[src/rtl/loader_pkg.sv]
// Shared types and constants for the UART program loader.
// Holds the loader state encoding, the default widths, the default halt word,
// the byte order used when packing bytes into a word, and a helper that
// derives the number of bytes per word.
package loader_pkg;

    localparam int          DEF_NB_DATA   = 32;
    localparam int          DEF_N_BITS    = 8;
    localparam logic [31:0] DEF_HALT_WORD = 32'hFFFF_FFFF;

    // First received byte ends up in the most significant byte of the word.
    localparam bit          MSB_FIRST     = 1'b1;

    typedef enum logic [2:0] {
        IDLE  = 3'd0,
        RECV  = 3'd1,
        WRITE = 3'd2,
        DONE  = 3'd3,
        ERROR = 3'd4
    } state_t;

    function automatic int bytes_per_word(input int nb_data, input int n_bits);
        return nb_data / n_bits;
    endfunction

endpackage

[src/rtl/word_assembler.sv]
// Byte-to-word packer for the UART program loader.
// Shifts incoming bytes into a word register and counts them. On the byte that
// completes a word, word_valid pulses combinationally in the same cycle and
// word carries the completed value, so the parent can register it on that edge.
// A synchronous clear discards any partial word.
module word_assembler
    import loader_pkg::*;
#(
    parameter int NB_DATA = DEF_NB_DATA,
    parameter int N_BITS  = DEF_N_BITS
)(
    input  logic               clock,
    input  logic               reset,
    input  logic               clear,
    input  logic               rx_done_i,
    input  logic [N_BITS-1:0]  rx_data_i,
    output logic               word_valid,
    output logic [NB_DATA-1:0] word
);

    localparam int              BYTES     = bytes_per_word(NB_DATA, N_BITS);
    localparam int              CNT_W     = (BYTES > 1) ? $clog2(BYTES) : 1;
    localparam logic [CNT_W-1:0] LAST_BYTE = CNT_W'(BYTES - 1);

    logic [NB_DATA-1:0] r_shift;
    logic [CNT_W-1:0]   r_byte_cnt;
    logic [NB_DATA-1:0] w_shift_next;

    generate
        if (MSB_FIRST) begin : g_msb_first
            assign w_shift_next = {r_shift[NB_DATA-N_BITS-1:0], rx_data_i};
        end else begin : g_lsb_first
            assign w_shift_next = {rx_data_i, r_shift[NB_DATA-1:N_BITS]};
        end
    endgenerate

    // Shift register and byte counter; counter wraps after the last byte.
    always_ff @(posedge clock) begin
        if (!reset) begin
            r_shift    <= '0;
            r_byte_cnt <= '0;
        end else if (clear) begin
            r_shift    <= '0;
            r_byte_cnt <= '0;
        end else if (rx_done_i) begin
            r_shift    <= w_shift_next;
            r_byte_cnt <= (r_byte_cnt == LAST_BYTE) ? '0 : r_byte_cnt + 1'b1;
        end
    end

    assign word_valid = rx_done_i && !clear && (r_byte_cnt == LAST_BYTE);
    assign word       = w_shift_next;

endmodule

[src/rtl/uart_program_loader.sv]
// UART program loader: packs UART bytes into instructions and writes them to
// consecutive instruction-memory addresses starting at 0, ending on the halt
// word (done) or on running out of memory (error).
// Optional build macro LOADER_TIMEOUT_EN adds an inter-byte timeout in RECV.
//
// state | meaning
// IDLE  | disarmed; counters held at zero
// RECV  | armed, collecting bytes of the current word
// WRITE | one-cycle memory write of the assembled word
// DONE  | halt word written; waits for load_en_i to drop
// ERROR | memory full without halt (or byte timeout); waits for load_en_i to drop
module uart_program_loader
    import loader_pkg::*;
#(
    parameter int                 NB_DATA        = DEF_NB_DATA,
    parameter int                 N_BITS         = DEF_N_BITS,
    parameter int                 ADDR_W         = 7,
    parameter int                 MEM_DEPTH      = 128,
    parameter logic [NB_DATA-1:0] HALT_WORD      = DEF_HALT_WORD,
    parameter int                 TIMEOUT_CYCLES = 3_000_000
)(
    input  logic               clock,
    input  logic               reset,
    input  logic               load_en_i,
    input  logic               rx_done_i,
    input  logic [N_BITS-1:0]  rx_data_i,
    output logic               wr_en_o,
    output logic [ADDR_W-1:0]  wr_addr_o,
    output logic [NB_DATA-1:0] wr_data_o,
    output logic               loading_o,
    output logic               done_o,
    output logic               error_o,
    output logic [ADDR_W:0]    word_count_o
);

    localparam logic [ADDR_W-1:0] LAST_ADDR = ADDR_W'(MEM_DEPTH - 1);

    state_t             r_state;
    state_t             w_next_state;

    logic               r_wr_en;
    logic [ADDR_W-1:0]  r_addr;
    logic [NB_DATA-1:0] r_wr_data;
    logic               r_loading;
    logic               r_done;
    logic               r_error;
    logic [ADDR_W:0]    r_word_count;

    logic               w_asm_clear;
    logic               w_word_valid;
    logic [NB_DATA-1:0] w_word;
    logic               w_timeout;

    // Bytes only accumulate while armed in RECV/WRITE; an abort or timeout in
    // RECV throws away the partial word in the same cycle.
    assign w_asm_clear = ((r_state != RECV) && (r_state != WRITE))
                      || ((r_state == RECV) && (!load_en_i || w_timeout));

    word_assembler #(
        .NB_DATA (NB_DATA),
        .N_BITS  (N_BITS)
    ) u_word_assembler (
        .clock      (clock),
        .reset      (reset),
        .clear      (w_asm_clear),
        .rx_done_i  (rx_done_i),
        .rx_data_i  (rx_data_i),
        .word_valid (w_word_valid),
        .word       (w_word)
    );

`ifdef LOADER_TIMEOUT_EN
    localparam int TMO_W = $clog2(TIMEOUT_CYCLES + 1);

    logic [TMO_W-1:0] r_tmo_cnt;

    assign w_timeout = (r_state == RECV) && (r_tmo_cnt == '0);

    // Inter-byte timer: reloads on entering RECV and on every byte, counts down only in RECV.
    always_ff @(posedge clock) begin
        if (!reset) begin
            r_tmo_cnt <= TMO_W'(TIMEOUT_CYCLES);
        end else if (((r_state != RECV) && (w_next_state == RECV))
                  || ((r_state == RECV) && rx_done_i)) begin
            r_tmo_cnt <= TMO_W'(TIMEOUT_CYCLES);
        end else if ((r_state == RECV) && (r_tmo_cnt != '0)) begin
            r_tmo_cnt <= r_tmo_cnt - 1'b1;
        end
    end
`else
    logic w_unused_tmo;

    assign w_timeout    = 1'b0;
    assign w_unused_tmo = (TIMEOUT_CYCLES == 0);
`endif

    // State register.
    always_ff @(posedge clock) begin
        if (!reset) begin
            r_state <= IDLE;
        end else begin
            r_state <= w_next_state;
        end
    end

    // Next-state decode. In WRITE, halt wins over overflow so a halt in the
    // last slot still reports done; a dropped enable lets the write finish.
    always_comb begin
        w_next_state = r_state;
        case (r_state)
            IDLE: begin
                if (load_en_i) w_next_state = RECV;
            end
            RECV: begin
                if (!load_en_i)        w_next_state = IDLE;
                else if (w_timeout)    w_next_state = ERROR;
                else if (w_word_valid) w_next_state = WRITE;
            end
            WRITE: begin
                if (r_wr_data == HALT_WORD) w_next_state = DONE;
                else if (r_addr == LAST_ADDR) w_next_state = ERROR;
                else if (!load_en_i)        w_next_state = IDLE;
                else                        w_next_state = RECV;
            end
            DONE: begin
                if (!load_en_i) w_next_state = IDLE;
            end
            ERROR: begin
                if (!load_en_i) w_next_state = IDLE;
            end
            default: w_next_state = IDLE;
        endcase
    end

    // Registered outputs follow the state being entered, so each flag is
    // valid for exactly the cycles spent in its state.
    always_ff @(posedge clock) begin
        if (!reset) begin
            r_wr_en   <= 1'b0;
            r_loading <= 1'b0;
            r_done    <= 1'b0;
            r_error   <= 1'b0;
            r_wr_data <= '0;
        end else begin
            r_wr_en   <= (w_next_state == WRITE);
            r_loading <= (w_next_state == RECV) || (w_next_state == WRITE);
            r_done    <= (w_next_state == DONE);
            r_error   <= (w_next_state == ERROR);
            if ((r_state == RECV) && (w_next_state == WRITE)) begin
                r_wr_data <= w_word;
            end
        end
    end

    // Address and word counters: cleared while idle, advanced after each write.
    always_ff @(posedge clock) begin
        if (!reset) begin
            r_addr       <= '0;
            r_word_count <= '0;
        end else if (r_state == IDLE) begin
            r_addr       <= '0;
            r_word_count <= '0;
        end else if (r_state == WRITE) begin
            r_addr       <= r_addr + 1'b1;
            r_word_count <= r_word_count + 1'b1;
        end
    end

    assign wr_en_o      = r_wr_en;
    assign wr_addr_o    = r_addr;
    assign wr_data_o    = r_wr_data;
    assign loading_o    = r_loading;
    assign done_o       = r_done;
    assign error_o      = r_error;
    assign word_count_o = r_word_count;

endmodule

[config.mk]
export PLATFORM = sky130hd
export DESIGN_NAME = uart_program_loader
export DESIGN_NICKNAME = d
export VERILOG_FILES = /design/src/rtl/loader_pkg.sv /design/src/rtl/word_assembler.sv /design/src/rtl/uart_program_loader.sv
export SDC_FILE = /design/constraint.sdc
export NUM_CORES = 1
export LEC_CHECK = 0
export CORE_ASPECT_RATIO = 2
export CORE_MARGIN = 2
export CORE_UTILIZATION = 35
export DETAILED_ROUTE_END_ITERATION = 8
export PLACE_DENSITY = 0.54
export SLEW_MARGIN = 20
export SYNTH_ARGS = -nofsm -noshare
export SYNTH_HDL_FRONTEND = slang
export SYNTH_SLANG_ARGS = --single-unit
[constraint.sdc]
create_clock -name clock -period 1.64 [get_ports clock]
set_input_delay 0.328 -clock clock [delete_from_list [all_inputs] [get_ports clock]]
set_output_delay 0.328 -clock clock [all_outputs]
set_load 0.02 [all_outputs]
======== Word-level counts from Yosys, hierarchy flattened ========
Index checks and enable logic that the tools add are counted.
storage, ports and cells
  memories ................................ 0
  output and inout port bits .............. 51
  logic and storage cells ................. 49
  bits in read-only memories .............. 0
  latch bits .............................. 0
  bits of input ports ..................... 12
  memory bits (writable) .................. 0
  flip-flop bits (word level) ............. 80
cells by class
  $lt $le $gt $ge ......................... 0
  divide/modulo/power cells ............... 0
  equality and inequality tests ........... 13
  multipliers ............................. 0
  reduce and logical (&&, ||, !) cells .... 13
  muxes and demuxes ....................... 9
  bitwise operators ....................... 1
  add/subtract/negate cells ............... 3
  shift-type cells ........................ 0
operators by type and width
  operator                                        count
  == test 32 bit (second input constant)          1
  2-to-1 mux 3 bit                                6
  == test 3 x 2 -> 1 bit (second input constant)  4
  case mux 3 bit (4 select lines)                 1
  adder 8 x 1 -> 8 bit (second input constant)    1
  adder 7 x 1 -> 7 bit (second input constant)    1
  == test 7 bit (second input constant)           1
  == test 3 x 1 -> 1 bit (second input constant)  2
  == test 3 bit (second input constant)           2
  OR reduction 2 bit                              3
  logical AND 1 bit                               5
  zero test 3 bit                                 1
  != test 3 x 1 -> 1 bit (second input constant)  1
  != test 3 x 2 -> 1 bit (second input constant)  1
  adder 2 x 1 -> 2 bit (second input constant)    1
  == test 2 bit (second input constant)           1
  zero test 1 bit                                 2
  logical OR 1 bit                                2
  2-to-1 mux 2 bit                                1
  2-to-1 mux 1 bit                                1
  NOT 1 bit                                       1

======== Logic depth before layout (Yosys ltp) ========
Gate-level depths: netlist of the first run.
  depth in word-level cells ............... 11
  mapped depth ............................ 7

======== By module ========
A second synthesis of the first run with hierarchy kept.
unflattened totals
  cell total of the unflattened synthesis .. 346
  area total of the unflattened synthesis .. 3174.3 µm²
by module, submodules not included
  module               area an instance (µm²)  times used  sequential area each (µm²)  cells an instance
  uart_program_loader  2160.8                  1           1081.0                      250
  word_assembler       1013.5                  1           520.5                       96

======== Worst setup path before layout of the first run ========
OpenSTA, ideal clock, no wires.
  path kind ............................... input to register
  from .................................... input port rx_done_i
  to ...................................... register r_wr_data[4] (netlist: wr_data_o[4])
  path buffers ............................ 3
  setup slack ............................. 0.164 ns
  required time ........................... 1.524 ns
  stages .................................. 7
  setup time .............................. 0.116 ns
  arrival ................................. 1.360 ns
  cells stage by stage .................... buf_4 > nand2_1 > or3b_1 > buf_2 > buf_6 > nand2_1 > a21boi_1
on the way
  cells in the longest elaborated chain, start to end .. 7
RTL lines
  what                             RTL line                    text
  start: declaration               uart_program_loader.sv:25   input logic rx_done_i,
  logical AND 1 bit (2 in a row)   word_assembler.sv:51        assign word_valid = rx_done_i && !clear && (r_byte_cnt == LAST_BYTE);
  2-to-1 mux 3 bit                 uart_program_loader.sv:117  else if (w_word_valid) w_next_state = WRITE;
  2-to-1 mux 3 bit                 uart_program_loader.sv:115  if (!load_en_i) w_next_state = IDLE;
  case mux 3 bit (4 select lines)  uart_program_loader.sv:110  case (r_state)
  == test 3 x 2 -> 1 bit           uart_program_loader.sv:149  if ((r_state == RECV) && (w_next_state == WRITE)) begin
  logical AND 1 bit                uart_program_loader.sv:149
  end signal: assignment           uart_program_loader.sv:150  r_wr_data <= w_word;
  end: declaration                 uart_program_loader.sv:43   logic [NB_DATA-1:0] r_wr_data;
No other way between the ends.
A chain may end at the register's enable or synchronous reset.

======== Worst setup path after layout of the first run ========
  from .................................... register r_error (netlist: error_o)
  to ...................................... output port error_o
RTL lines
  what                      RTL line                    text
  start: declaration        uart_program_loader.sv:46   logic r_error;
  start signal: assignment  uart_program_loader.sv:148  r_error <= (w_next_state == ERROR);
  end: declaration          uart_program_loader.sv:32   output logic error_o,
No word-level cell between the ends.

==> flow_results.org, run 1 <==
** Clock tree
- Reg clk slew, reported paths :: 50 ps
- H-tree levels :: 3
- In this run the deepest clock path goes through 2 buffers.
- TritonCTS built the clock tree.
- Clock latency at the later pin of the worst-skew pair :: 330 ps
- The number of hold buffers added after CTS was 0.
- Clock root cell :: sky130_fd_sc_hd__clkbuf_16
- Clock tree synthesis found a total of 80 sinks.
- Clock tree synthesis inserted a total of 9 buffers.

** Place
- Global placement routability congestion :: 0.797
- Count of input and output buffers :: 62
- The wire-length estimate of the detail-placed layout is 5.86 mm.
- In this run the cell area measured after placement is 0.00399 sq mm.
- Setup slack after placement :: -219 ps

** Worst setup path
- Top Family by Delay on Critical Path :: buffers and inverters
- Cell breakdown of the critical path :: clkdlybuf4s50_1
- CP max stage delay :: 590 ps
- Arrival time of data at the critical path endpoint :: 1230 ps
- Critical path endpoint category :: output port
- Data required time of the critical path :: 1310 ps
- The critical path is of the reg -> out type.
- Critical path's slowest cell :: sky130_fd_sc_hd__clkdlybuf4s50_1
- Of all nets on the critical path, the largest fanout is 1.
- Together, buffers and inverters on the worst path number 1.
- Startpoint Class :: register
- Register-to-Register Setup Slack :: 150 ps

** Power and ir drop
- Clock Power Share :: 0.474
- Highest ir drop seen on vdd :: 0.000530 V
- Net load switching power :: 0.784 mW
- Cell area power density :: 947 mW/mm^2
- Internal power component :: 3.23 mW
- Of the total power, registers draw 0.488.
- Switching power as a share of total power :: 0.195
- For this design the static power due to leakage is 1.86 nW.
- The share of total power dissipated in combinational logic is 0.038.

** Detailed routing
- In the final routed layout, each cell accounts on average for 14.9 um.
- Summed over all nets, wire length on met3 after detailed routing comes to 321 um.
- Post-detailed-routing wire length :: 7.77 mm
- In the routed layout, each cell is associated on average with a via count of 4.88.
- Wire segments on met2 add up to 4.40 mm in the final route.
- Pre-Repair DR Iteration Count :: 4
- Number of design rule violations left after detail routing :: 0
- For this block, the initial DRC count from the detailed router was 82.
- After detailed routing, no signal wire sits above met4.
- Post-detailed-route count of antenna-violating nets :: 0
- The detailed router placed 2539 vias in this run.
- The detailed router put a total of 2.89 mm of wire on met1.

** STA
- Post-layout minimum cycle time :: 1560 ps
- In this run the tightest slew margin relative to its limit is 0.706.
- At the pin with the least slew margin, the transition time is 441 ps.
- Dividing the final minimum period by the clock period gives 0.949.
- Worst hold slack across all endpoints :: 457 ps
- Timing would allow up to 643 MHz.
- Final count of pins violating max slew :: 0
- Across all setup checks in the final design, the least slack found is 83.8 ps.
- Setup violations remaining at the end of the flow were counted as 0.
- On the final layout, the worst clock skew is 6.97 ps.
- Setup repair after global routing missed its margin :: false
- The number of endpoints with negative hold slack in the final report came to 0.

** Status
- Status :: complete, no violations

** Synthesis
- The number of nets in the synthesized netlist is 354.
- Average footprint of a synthesized cell :: 9.30 sq um
- Counting distinct cell types in the post-synthesis netlist gives 34.
- In the post-synthesis netlist, the cell with the most instances is sky130_fd_sc_hd__dfxtp_1.
- During synthesis, Yosys emitted a total of 0 warnings.
- The biggest area contributor in the post-synthesis netlist is sky130_fd_sc_hd__dfxtp_1.
- Combined area of all synthesized cells :: 0.00315 sq mm
- Portion of the post-synthesis area used by sequential elements :: 0.508
- Share of synthesized registers carrying an async set or reset :: 0
- Counting instances in the post-synthesis netlist gives the leading cell types as sky130_fd_sc_hd__dfxtp_1 (80), sky130_fd_sc_hd__nand2_1 (72), sky130_fd_sc_hd__nor2_1 (43).
- Among all flip-flop cells after synthesis, the most frequent one is sky130_fd_sc_hd__dfxtp_1.
- Number of synthesized flops with an enable pin :: 0
- Leading post-synthesis cells by cell area :: sky130_fd_sc_hd__dfxtp_1 (51%), sky130_fd_sc_hd__mux2i_1 (8.9%), sky130_fd_sc_hd__nand2_1 (8.6%)
- Cell count after synthesis :: 339
- The share of synthesized area in the top cell type comes to 0.508.
- The synthesized design contains 80 register bits.

** Floorplanning
- For this configuration, the core starts out at a cell density of 0.355.
- In this run the horizontal extent of the chip is 71.1 um.
- The floorplan step defined a die boundary enclosing 0.00983 sq mm.
- Placeable Area :: 0.00889 sq mm
- The initialized floorplan defines 49 standard-cell rows.
- Number of ports placed on the die boundary :: 63
- Floorplan die height :: 138 um

** Run
- Max capacitance violation total :: 0

** Global route
- Total track usage :: 0.168
- Overall overflow remaining after global route :: 0
- Global-route wire length before repair :: 12.6 mm
- Initial antenna violation count :: 0
- Vias in the first global route :: 2529
- Maximum number of pins on one net before global-route repair :: 34

** Layout
- With fillers left out, the area of the finished cells amounts to 0.00423 sq mm.
- Final core occ :: 0.476
- Layout area overhead :: 34.2%
- After the last flow step, the layout net total stands at 431.
- Summing all multi-input logic gate instances after layout gives 0.00143 sq mm.
- Share of layout cells above drive strength 1 :: 0.0933
- FILL cells :: 874
- Across the whole layout, storage elements account for 0.00160 sq mm.
- 0 antenna diodes ended up in the layout.

** Min path
- Hold crit path type :: reg -> reg
[metrics by stage]
step                setup TNS (ps)  std cells  power [mW]
floorplan                        0        339        2.09
global placement             -6910        507        2.16
detailed placement           -7360        507        2.16
CTS                              0        520        4.08
global route                     0        520        4.15
finish                           0        520        4.01
[cell families after synthesis]
group / after synthesis / synth area share
buf+inv: 23 / 0.0405
simple gates: 149 / 0.215
mux: 28 / 0.0889
fa+ha+maj: 3 / 0.0119
compound gates: 44 / 0.102
flops: 80 / 0.508
xor+xnor: 12 / 0.0333
[layout by cell type (no fill, tap or decap), types with 2 or more instances in the layout]
cell	instances
sky130_fd_sc_hd__mux2i_1	28
sky130_fd_sc_hd__nor2_1	43
sky130_fd_sc_hd__a21boi_0	5
sky130_fd_sc_hd__nor3b_4	2
sky130_fd_sc_hd__nand2_1	72
sky130_fd_sc_hd__nand3_1	2
sky130_fd_sc_hd__clkbuf_1	2
sky130_fd_sc_hd__inv_1	3
sky130_fd_sc_hd__clkdlybuf4s50_1	15
sky130_fd_sc_hd__buf_12	2
sky130_fd_sc_hd__a21boi_1	32
sky130_fd_sc_hd__dlygate4sd2_1	42
sky130_fd_sc_hd__dfxtp_1	80
sky130_fd_sc_hd__xor2_1	10
sky130_fd_sc_hd__nand4_1	15
sky130_fd_sc_hd__buf_4	22
sky130_fd_sc_hd__o21ai_0	2
sky130_fd_sc_hd__nand2b_1	2
sky130_fd_sc_hd__ha_1	3
sky130_fd_sc_hd__and3_1	4
sky130_fd_sc_hd__clkbuf_16	9
sky130_fd_sc_hd__dlymetal6s2s_1	5
sky130_fd_sc_hd__xnor2_1	2
[cell type report]
cell class,count,area share
multi-input combinational,236,0.338
timing repair buffer,86,0.186
clock inverter,1,0.00709
inverter,3,0.00266
tap,102,0.0301
sequential,80,0.378
clock buffer,12,0.0582
[repair_timing]
item,in CTS,in global routing
setup endpoints to repair,43,5
gates cloned,0,0
setup buffers,0,0
resized for setup,43,5
hold endpoints to repair,0,0
[power by group through the flow]
stage / Clock [mW] / Sequential, mW / Combinational, mW
6_report: 1.90 / 1.96 / 0.153
5_1_grt: 2.03 / 1.96 / 0.163
4_1_cts: 1.96 / 1.96 / 0.155
3_5_place_dp: 0 / 2.00 / 0.156
3_3_place_gp: 0 / 2.00 / 0.156
2_1_floorplan: 0 / 2.00 / 0.0839
[flip-flops by register name, summed over array words and instances, names as in the netlist, 2 cells and up]
name and count:
u_word_assembler.r_shift 24, wr_data_o 32, u_word_assembler.r_byte_cnt 2, wr_addr_o 7, r_state 3, word_count_o 8
[worst paths after layout]
path / endpoint / from / cells after the start
min reg2reg: wr_data_o[31]$_SDFFE_PN0P_ / u_word_assembler.r_shift[23]$_SDFFE_PP0P_ / 2
min: wr_data_o[31]$_SDFFE_PN0P_ / u_word_assembler.r_shift[23]$_SDFFE_PP0P_ / 2
max: error_o / error_o$_SDFF_PN0_ / 1
max reg2reg: loading_o$_SDFF_PN0_ / wr_data_o[10]$_SDFFE_PN0P_ / 5
[layer usage]
metal / vias up / global-route usage
li1: 1294 / -
met2: 65 / 0.314
met1: 1164 / 0.166
met3: 16 / 0.0488
met5: - / 0
met4: 0 / 0.0715
(Power assumes the default switching activity.)
==> inputs of run 2 (changes only) <==
SLEW_MARGIN = 10   (was 20)
==> results of run 2 <==
Final layout, timing and power as in run 1 (identical DEF).
